## config.mk

```make
export PLATFORM = sky130hd
export DESIGN_NAME = if_id_elastic_reg_flat
export DESIGN_NICKNAME = d
export VERILOG_FILES = /design/src/rtl/if_id_elastic_reg_if.sv /design/src/rtl/if_id_elastic_reg.sv /design/src/flat_wrapper.sv
export SDC_FILE = /design/constraint.sdc
export NUM_CORES = 1
export LEC_CHECK = 0
export BUFFER_PORTS_ARGS = -buffer_cell sky130_fd_sc_hd__buf_4
export CAP_MARGIN = 20
export CORE_MARGIN = 5
export CORE_UTILIZATION = 25
export CTS_CLUSTER_SIZE = 30
export DETAILED_ROUTE_END_ITERATION = 12
export GPL_TIMING_DRIVEN = 0
export PLACE_DENSITY = 0.56
export SYNTH_ARGS = -nofsm -noshare
export SYNTH_HDL_FRONTEND = slang
export SYNTH_SLANG_ARGS = --single-unit
```

## constraint.sdc

```tcl
create_clock -name clk -period 2 [get_ports clk]
set_input_delay 0.5 -clock clk [delete_from_list [all_inputs] [get_ports clk]]
set_output_delay 0.5 -clock clk [all_outputs]
set_load 0.02 [all_outputs]
```

## src/rtl/if_id_elastic_reg_if.sv

```systemverilog
// Handshake bundle between IF and ID through the elastic register.
// slave is the register's view, master is the view of the IF/ID pair around it.
interface if_id_elastic_reg_if #(
  parameter int XLEN = 32,
  parameter int ILEN = 32
);
  logic            in_valid;
  logic            in_ready;
  logic [XLEN-1:0] in_pc;
  logic [ILEN-1:0] in_instr;
  logic            out_valid;
  logic            out_ready;
  logic [XLEN-1:0] out_pc;
  logic [ILEN-1:0] out_instr;

  modport slave (
    input  in_valid, in_pc, in_instr, out_ready,
    output in_ready, out_valid, out_pc, out_instr
  );

  modport master (
    output in_valid, in_pc, in_instr, out_ready,
    input  in_ready, out_valid, out_pc, out_instr
  );
endinterface

```

## src/rtl/if_id_elastic_reg.sv

```systemverilog
// IF/ID pipeline register: two-entry skid buffer with flush-to-bubble and a
// saturating stall counter.
//
// state | meaning
// EMPTY | nothing buffered, outputs show the NOP bubble
// ONE   | main entry valid, skid free
// FULL  | main and skid valid, input blocked
module if_id_elastic_reg #(
  parameter int             XLEN      = 32,
  parameter int             ILEN      = 32,
  parameter logic [ILEN-1:0] NOP_INSTR = 32'h0000_0013,
  parameter int             CNT_W     = 16
) (
  input  logic                clk,
  input  logic                rst,
  input  logic                flush,
  if_id_elastic_reg_if.slave  bus,
  output logic [CNT_W-1:0]    stall_cnt
);

  typedef enum logic [1:0] {
    EMPTY = 2'd0,
    ONE   = 2'd1,
    FULL  = 2'd2
  } state_t;

  state_t          state;
  logic [XLEN-1:0] main_pc;
  logic [ILEN-1:0] main_instr;
  logic [XLEN-1:0] skid_pc;
  logic [ILEN-1:0] skid_instr;
  logic            in_fire;
  logic            stall_inc;

  // in_ready depends on registered state and rst only, never on out_ready
  assign bus.in_ready  = (state != FULL) & ~rst;
  assign bus.out_valid = (state != EMPTY);
  assign bus.out_pc    = bus.out_valid ? main_pc    : '0;
  assign bus.out_instr = bus.out_valid ? main_instr : NOP_INSTR;

  assign in_fire   = bus.in_valid & bus.in_ready;
  assign stall_inc = bus.out_valid & ~bus.out_ready & ~flush;

  always_ff @(posedge clk) begin
    if (rst) begin
      state      <= EMPTY;
      main_pc    <= '0;
      main_instr <= NOP_INSTR;
      skid_pc    <= '0;
      skid_instr <= NOP_INSTR;
      stall_cnt  <= '0;
    end else begin
      if (stall_inc && (stall_cnt != {CNT_W{1'b1}}))
        stall_cnt <= stall_cnt + 1'b1;

      if (flush) begin
        state <= EMPTY;
      end else begin
        unique case (state)
          EMPTY: begin
            if (in_fire) begin
              state      <= ONE;
              main_pc    <= bus.in_pc;
              main_instr <= bus.in_instr;
            end
          end
          ONE: begin
            if (in_fire && bus.out_ready) begin
              main_pc    <= bus.in_pc;
              main_instr <= bus.in_instr;
            end else if (in_fire) begin
              state      <= FULL;
              skid_pc    <= bus.in_pc;
              skid_instr <= bus.in_instr;
            end else if (bus.out_ready) begin
              state <= EMPTY;
            end
          end
          FULL: begin
            if (bus.out_ready) begin
              state      <= ONE;
              main_pc    <= skid_pc;
              main_instr <= skid_instr;
            end
          end
          default: state <= EMPTY;
        endcase
      end
    end
  end

endmodule

```

## src/flat_wrapper.sv

```systemverilog
// flat-port wrapper written by rule: the top's interface ports become plain ports
module if_id_elastic_reg_flat 
#(
  parameter int             XLEN      = 32,
  parameter int             ILEN      = 32,
  parameter logic [ILEN-1:0] NOP_INSTR = 32'h0000_0013,
  parameter int             CNT_W     = 16
)
  (clk, rst, flush, stall_cnt, bus_in_valid, bus_in_pc, bus_in_instr, bus_out_ready, bus_in_ready, bus_out_valid, bus_out_pc, bus_out_instr);
  if_id_elastic_reg_if #(.XLEN(XLEN), .ILEN(ILEN)) bus_i ();
  input  logic clk;
  input  logic rst;
  input  logic flush;
  output logic [CNT_W-1:0] stall_cnt;
  input wire logic [$bits(bus_i.in_valid)-1:0] bus_in_valid;
  input wire logic [$bits(bus_i.in_pc)-1:0] bus_in_pc;
  input wire logic [$bits(bus_i.in_instr)-1:0] bus_in_instr;
  input wire logic [$bits(bus_i.out_ready)-1:0] bus_out_ready;
  output wire logic [$bits(bus_i.in_ready)-1:0] bus_in_ready;
  output wire logic [$bits(bus_i.out_valid)-1:0] bus_out_valid;
  output wire logic [$bits(bus_i.out_pc)-1:0] bus_out_pc;
  output wire logic [$bits(bus_i.out_instr)-1:0] bus_out_instr;
  assign bus_i.in_valid = bus_in_valid;
  assign bus_i.in_pc = bus_in_pc;
  assign bus_i.in_instr = bus_in_instr;
  assign bus_i.out_ready = bus_out_ready;
  assign bus_in_ready = bus_i.in_ready;
  assign bus_out_valid = bus_i.out_valid;
  assign bus_out_pc = bus_i.out_pc;
  assign bus_out_instr = bus_i.out_instr;
  if_id_elastic_reg #(.XLEN(XLEN), .ILEN(ILEN), .NOP_INSTR(NOP_INSTR), .CNT_W(CNT_W)) u_core (.clk(clk), .rst(rst), .flush(flush), .bus(bus_i), .stall_cnt(stall_cnt));
endmodule
```

==> results.sh, run 1 <==
export IMPL_grt_first_pass_wirelength_um=37400
export IMPL_worst_endpoint_arrival_ns=1.59
export IMPL_hold_buffers=0
export IMPL_gr_total_overflow=0
export IMPL_rows=60
export IMPL_start_util_pct=25.3
export IMPL_internal_power_uw=5580
export IMPL_seq_power_share_pct=41.2
export IMPL_crit_fanout=5
export IMPL_synth_fp_nets=970
export IMPL_synthMuxAreaShare_pct=0.997
export IMPL_synth_seq_area_share_pct=43.1
export IMPL_layout_setup_ws_ns=-0.0947
export IMPL_p_switching_uw=1680
export IMPL_synth_compound_gate_area_share_pct=24.3
export IMPL_max_cap_viol_count=0
export IMPL_skew_ns=0.0124
export IMPL_syn_avg_cell_area_um2=7.53
export IMPL_cts_buffer_depth=2
export IMPL_slew_headroom_pct=57.4
export IMPL_finalCriticalPeriod_ns=2.09
export IMPL_grt_max_degree=17
export IMPL_finalInstanceArea_mm2=0.00985
export IMPL_setup_viol=60
export IMPL_io_buffer_count=150
export IMPL_drt_total_wl_um=24400
export IMPL_cts_tree="built"
export IMPL_fin_nets=1156
export IMPL_dp_hpwl_um=16900
export IMPL_clock_sinks=146
export IMPL_cp_start_kind="flip-flop"
export IMPL_ys_types=38
export IMPL_antenna_found_initial=1
export IMPL_htreeDepth=4
export IMPL_synth_yosys_warnings=0
export IMPL_netlist_instances=900
export IMPL_wire_per_inst_um=16.9
export IMPL_power_density_mw_per_mm2=737
export IMPL_grt_use_total_pct=15.3
export IMPL_synth_top_family_by_area="simple AND/OR/NAND/NOR gates"
export IMPL_cts_root_buffer="clkbuf_16"
export IMPL_drtIter0Drc=478
export IMPL_areaGrowthSynthToFinish_pct=45.3
export IMPL_grt_setup_unrepaired="true"
export IMPL_clkPwrFrac_pct=49.5
export IMPL_fin_util_pct=36.7
export IMPL_synthXorXnorAreaFrac_pct=0
export IMPL_leakagePower_uw=0.00378
export IMPL_die_w_um=175
export IMPL_viasPerCell=4.84
export IMPL_num_vias=6971
export IMPL_combinationalPowerShare_pct=9.3
export IMPL_path_clk_slew_ns=0.06
export IMPL_max_freq_mhz=477
export IMPL_gp_congestion=0.820
export IMPL_period_share_pct=105
export IMPL_violations="negative setup slack"
export IMPL_ys_ff_latch=146
export IMPL_ir_worst_vdd_uv=435
export IMPL_synth_simple_area_share_pct=26.4
export IMPL_dpl_cell_area_mm2=0.00834
export IMPL_numCtsBuffers=17
export IMPL_clk_latency_ns=0.43
export IMPL_synth_area_mm2=0.00678
export IMPL_die_area_mm2=0.0305
export IMPL_tightest_slew_ns=0.639
export IMPL_crit_path_end_kind="output pin"
export IMPL_critPathKind="flip-flop to output pin"
export IMPL_drv_slew=0
export IMPL_synth_adder_area_share_pct=0.185
export IMPL_finalHoldViolCount=0
export IMPL_min_path_type="input pin to flip-flop"
export IMPL_drive_gt1_share_pct=29.5
export IMPL_first_pass_iters=5
export IMPL_sw_frac_of_total_pct=23.1
export IMPL_ios=151
export IMPL_core_area_mm2=0.0268
export IMPL_grt_pass1_vias=6722
export IMPL_postRouteAntennaNets=0
export IMPL_die_h_um=175
export IMPL_drc=0
export IMPL_critical_path_required_ns=1.50
export IMPL_outcome="finished, violations left"
## synth_stat cells
cell | number | area (um2)
nand2_1 | 256 | 961
dfxtp_1 | 146 | 2920
a21oi_1 | 133 | 666
clkbuf_1 | 72 | 270
a211o_1 | 64 | 561
and2_1 | 61 | 382
o21ai_0 | 55 | 275
nor2_1 | 15 | 56.3
nor4_1 | 10 | 62.6
o21ai_1 | 9 | 45.0
or4_1 | 8 | 60.1
nor2b_1 | 7 | 43.8
mux2_2 | 6 | 67.6
nand3_1 | 6 | 30.0
o31ai_1 | 6 | 45.0
buf_1 | 5 | 18.8
inv_1 | 5 | 18.8
nand2b_1 | 5 | 31.3
nand4_1 | 5 | 31.3
nand3b_1 | 3 | 22.5
buf_2 | 2 | 10.0
buf_6 | 2 | 22.5
nor4_2 | 2 | 25.0
or2_2 | 2 | 12.5
or3_1 | 2 | 12.5
a2111oi_0 | 1 | 8.76
a32oi_2 | 1 | 16.3
and4_1 | 1 | 8.76
ha_1 | 1 | 12.5
nor2_2 | 1 | 6.26
nor3_1 | 1 | 5.00
nor3_2 | 1 | 10.0
o21ba_1 | 1 | 10.0
o31a_1 | 1 | 8.76
o41ai_1 | 1 | 8.76
or2b_1 | 1 | 7.51
or3b_2 | 1 | 8.76
or4_4 | 1 | 11.3
## through the flow
step                hold slack (ns)  setup TNS (ns)  cells  total power, uW  worst slack (ns)
floorplan                     0.427               0    900             3320            0.0435
global placement              0.442         -142.86   1391             3610             -1.13
detailed placement            0.447         -116.53   1391             3610            -0.789
CTS                           0.284           -7.00   1428             7260            -0.165
global route                  0.311           -5.82   1439             7490            -0.140
finish                        0.301           -2.71   1439             7260           -0.0947
## area by class of cell
class | count | area, um2
tap | 341 | 427
multi-input combinational | 668 | 3780
sequential | 146 | 2930
inverter | 5 | 21.3
fill | 2753 | 17000
buffer | 77 | 462
timing repair buffer | 171 | 1570
antenna | 1 | 2.50
clock inverter | 10 | 209
clock buffer | 20 | 437
## timing repair
action                     in CTS  in global routing
setup buffers                   9                  5
resized for setup             113                108
pin swaps                       6                 22
gates cloned                    1                  6
setup endpoints to repair     202                135
## cell usage in the layout, fill, tap and decap left out, types with 2 or more instances in the layout
master,Yosys,layout
a211o_1,64,64
buf_4,0,105
nand2b_1,5,2
nand2_1,256,256
nand3_1,6,5
buf_8,0,3
and2_4,0,54
clkbuf_2,0,24
a21oi_1,133,132
or4_1,8,7
o21ai_1,9,9
o31ai_1,6,6
or4_4,1,2
nor4_2,2,4
nor4_1,10,4
nand4_1,5,5
bufinv_16,0,6
dfxtp_4,0,2
nand2b_4,0,3
nor4_4,0,4
or2_2,2,2
or3_1,2,2
and2_1,61,7
dfxtp_1,146,143
clkinvlp_4,0,2
mux2_2,6,6
clkbuf_16,0,22
nor2b_1,7,6
inv_1,5,4
clkbuf_4,0,2
o21ai_0,55,55
nor2_1,15,14
clkbuf_1,72,41
buf_6,2,67
nand3b_1,3,3
## critical path, cell delays in order, from the launching register on
cell and delay [ns]:
dfxtp_4 0.36, nor2_4 0.13, inv_4 0.06, clkbuf_16 0.17, clkbuf_16 0.16, and2_4 0.15, buf_6 0.13
## power by group through the flow
| stage | sequential [uW] | combinational [uW] | clock [uW] |
|---|---|---|---|
| after CTS | 2990 | 625 | 3650 |
| after floorplan | 3040 | 278 | 0 |
| after detailed placement | 3050 | 562 | 0 |
| after global placement | 3050 | 557 | 0 |
| after global routing | 2990 | 736 | 3760 |
| final | 2990 | 674 | 3590 |
## cells by family after synthesis
kind of cell | count (synthesis)
AND/OR/NAND/NOR | 389
AO/OA/AOI/OAI | 272
adder cells (fa/ha/maj) | 1
multiplexers | 6
buffers and inverters | 86
flip-flops | 146
## flip-flops by register name (all words and copies together) (netlist names)
signal / flops
u_core.skid_instr: 32
u_core.skid_pc: 32
u_core.main_instr: 32
u_core.main_pc: 32
u_core.state: 2
u_core.stall_cnt: 16
## final timing paths
path                           start              endpoint  slack (ns)  cells past startpoint
setup / recovery     u_core.state[1]     bus_out_instr[30]       -0.09                      6
hold / removal       bus_in_instr[0]  u_core.skid_instr[0]        0.30                      3
setup reg to reg     u_core.state[1]  u_core.stall_cnt[12]        0.06                      7
hold reg to reg   u_core.skid_pc[18]    u_core.skid_pc[18]        0.45                      2
## metal layers
| metal | part of all wire (%) | up-vias | track usage, % |
|---|---|---|---|
| li1 | - | 3442 | - |
| met1 | 46 | 3307 | 20.7 |
| met3 | 5.8 | 23 | 3.92 |
| met5 | 0 | - | 0 |
| met2 | 46 | 199 | 24.5 |
| met4 | 1.6 | 0 | 3.99 |
No activity file was read; power rests on OpenSTA's default activity.
==> run 2, diff against run 1 <==
Settings changed: CORE_UTILIZATION 25 to 54, PLACE_DENSITY 0.56 to 0.92.
Clock period 2 ns to 2.4 ns, I/O delays scaled along.
==> results.sh, run 2 (same netlist as run 1, synthesis figures left out) <==
export IMPL_min_path_type="input pin to flip-flop"
export IMPL_crit_path_end_kind="output pin"
export IMPL_max_freq_mhz=423
export IMPL_power_uw=5460
export IMPL_diodes=0
export IMPL_skew_ns=0.00685
export IMPL_ff_latch_area_mm2=0.00293
export IMPL_antenna_found_initial=0
export IMPL_cp_start_kind="flip-flop"
export IMPL_gp_congestion=0.870
export IMPL_die_h_um=122
export IMPL_tightest_slew_ns=0.789
export IMPL_path_clk_slew_ns=0.06
export IMPL_postRouteAntennaNets=0
export IMPL_crit_fanout=10
export IMPL_gr_total_overflow=0
export IMPL_wire_per_inst_um=17.2
export IMPL_post_cts_setup_buffers=0
export IMPL_finalHoldViolCount=0
export IMPL_first_pass_iters=5
export IMPL_drc=0
export IMPL_leakagePower_uw=0.00334
export IMPL_place_ws_ns=-0.516
export IMPL_core_area_mm2=0.0125
export IMPL_drv_slew=0
export IMPL_rows=41
export IMPL_grt_use_total_pct=28.7
export IMPL_numCtsBuffers=17
export IMPL_die_area_mm2=0.0149
export IMPL_num_vias=7348
export IMPL_grt_first_pass_wirelength_um=33900
export IMPL_die_w_um=122
export IMPL_cts_tree="built"
export IMPL_dp_cells=1223
export IMPL_n_fill_cell=977
export IMPL_period_share_pct=98.6
export IMPL_grt_max_degree=20
export IMPL_start_util_pct=54.4
export IMPL_clock_sinks=146
export IMPL_final_cell_mix="256 x nand2_1, 153 x buf_4, 144 x dfxtp_1, 133 x a21oi_1, 64 x a211o_1"
export IMPL_timing_hold_ws_ns=0.397
export IMPL_finalNonFillerCells=1250
export IMPL_cts_buffer_depth=2
export IMPL_ios=151
export IMPL_finalCriticalPeriod_ns=2.37
export IMPL_grt_setup_unrepaired="true"
export IMPL_drive_gt1_share_pct=19.2
export IMPL_viasPerCell=5.88
export IMPL_dp_hpwl_um=14600
export IMPL_critical_path_required_ns=1.80
export IMPL_cts_root_buffer="clkbuf_16"
export IMPL_ir_worst_vdd_uv=444
export IMPL_multi_input_area_mm2=0.00354
export IMPL_worst_endpoint_arrival_ns=1.77
export IMPL_outcome="finished clean"
export IMPL_layout_setup_ws_ns=0.0343
export IMPL_slew_headroom_pct=47.0
export IMPL_setup_viol=0
export IMPL_clk_latency_ns=0.43
export IMPL_critPathKind="flip-flop to output pin"
export IMPL_grt_pass1_vias=6981
export IMPL_power_density_mw_per_mm2=626
export IMPL_rr_worst_depth=5
export IMPL_htreeDepth=4
export IMPL_drt_total_wl_um=21500
export IMPL_fin_util_pct=70.0
export IMPL_max_cap_viol_count=0
export IMPL_areaGrowthSynthToFinish_pct=28.7
export IMPL_fin_nets=1138
export IMPL_final_common_cell="nand2_1"
export IMPL_io_buffer_count=150
export IMPL_drtIter0Drc=917
export IMPL_hold_depth=3
[run 2: changes by cell type in the layout (fill, tap and decap cells not counted), moves of 4 or more]
cell	before	now
clkbuf_8	1	5
buf_1	1	6
and2_4	54	0
buf_4	105	153
and2_1	7	61
bufinv_16	6	1
clkbuf_2	24	3
clkbuf_16	22	17
nor4_1	4	10
buf_6	67	2
clkbuf_1	41	63
[run 2: worst paths after layout]
check,end,slack [ns],from
worst max-delay path,bus_out_instr[29],0.03,u_core.state[1]
worst min-delay path,u_core.skid_instr[0],0.40,bus_in_instr[0]
worst max register to register,u_core.stall_cnt[1],0.06,u_core.stall_cnt[0]
worst min register to register,u_core.skid_pc[17],0.46,u_core.skid_pc[17]
[run 2: cell type report]
type	instances	area share, %
Multi-Input combinational cell	668	40.6
Sequential cell	146	33.6
Timing Repair Buffer	151	13.0
Clock buffer	24	5.64
Buffer	79	3.94
Tap cell	172	2.47
Clock inverter	5	0.617
Inverter	5	0.215
[run 2: metrics by stage]
stage / area [um2] / TNS [ns]
3_5_place_dp: 8120 / -26.66
6_report: 8720 / 0
3_3_place_gp: 8120 / -39.93
5_1_grt: 8720 / -0.427
2_1_floorplan: 6780 / 0
4_1_cts: 8690 / -0.00106
[run 2: routing by layer]
layer	global-route usage, %	part of all wire (%)	vias up
li1	-	-	3404
met3	7.15	8.8	71
met5	0	0	-
met4	15.1	3.3	0
met1	34.8	40	3457
met2	47.1	48	416
[run 2: critical path, cell delays in order (launching register included)]
cell and delay (ns):
dfxtp_4 0.37, nor2_4 0.15, inv_1 0.11, clkbuf_8 0.19
buf_4 0.17, and2_1 0.19, buf_4 0.16
[run 2: repair_timing]
item / 4_1_cts / 5_1_grt
gates resized for setup: 13 / 15
hold buffers: 0 / 0
cloned: 0 / 0
endpoints found under the setup margin: 56 / 116
[run 2: power by group]
part	leakage, uW	internal (uW)	switching (uW)
Combinational	0.00189	179	293
Clock	0.000272	1510	988
Sequential	0.00118	2470	22.6
Total	0.00334	4160	1300
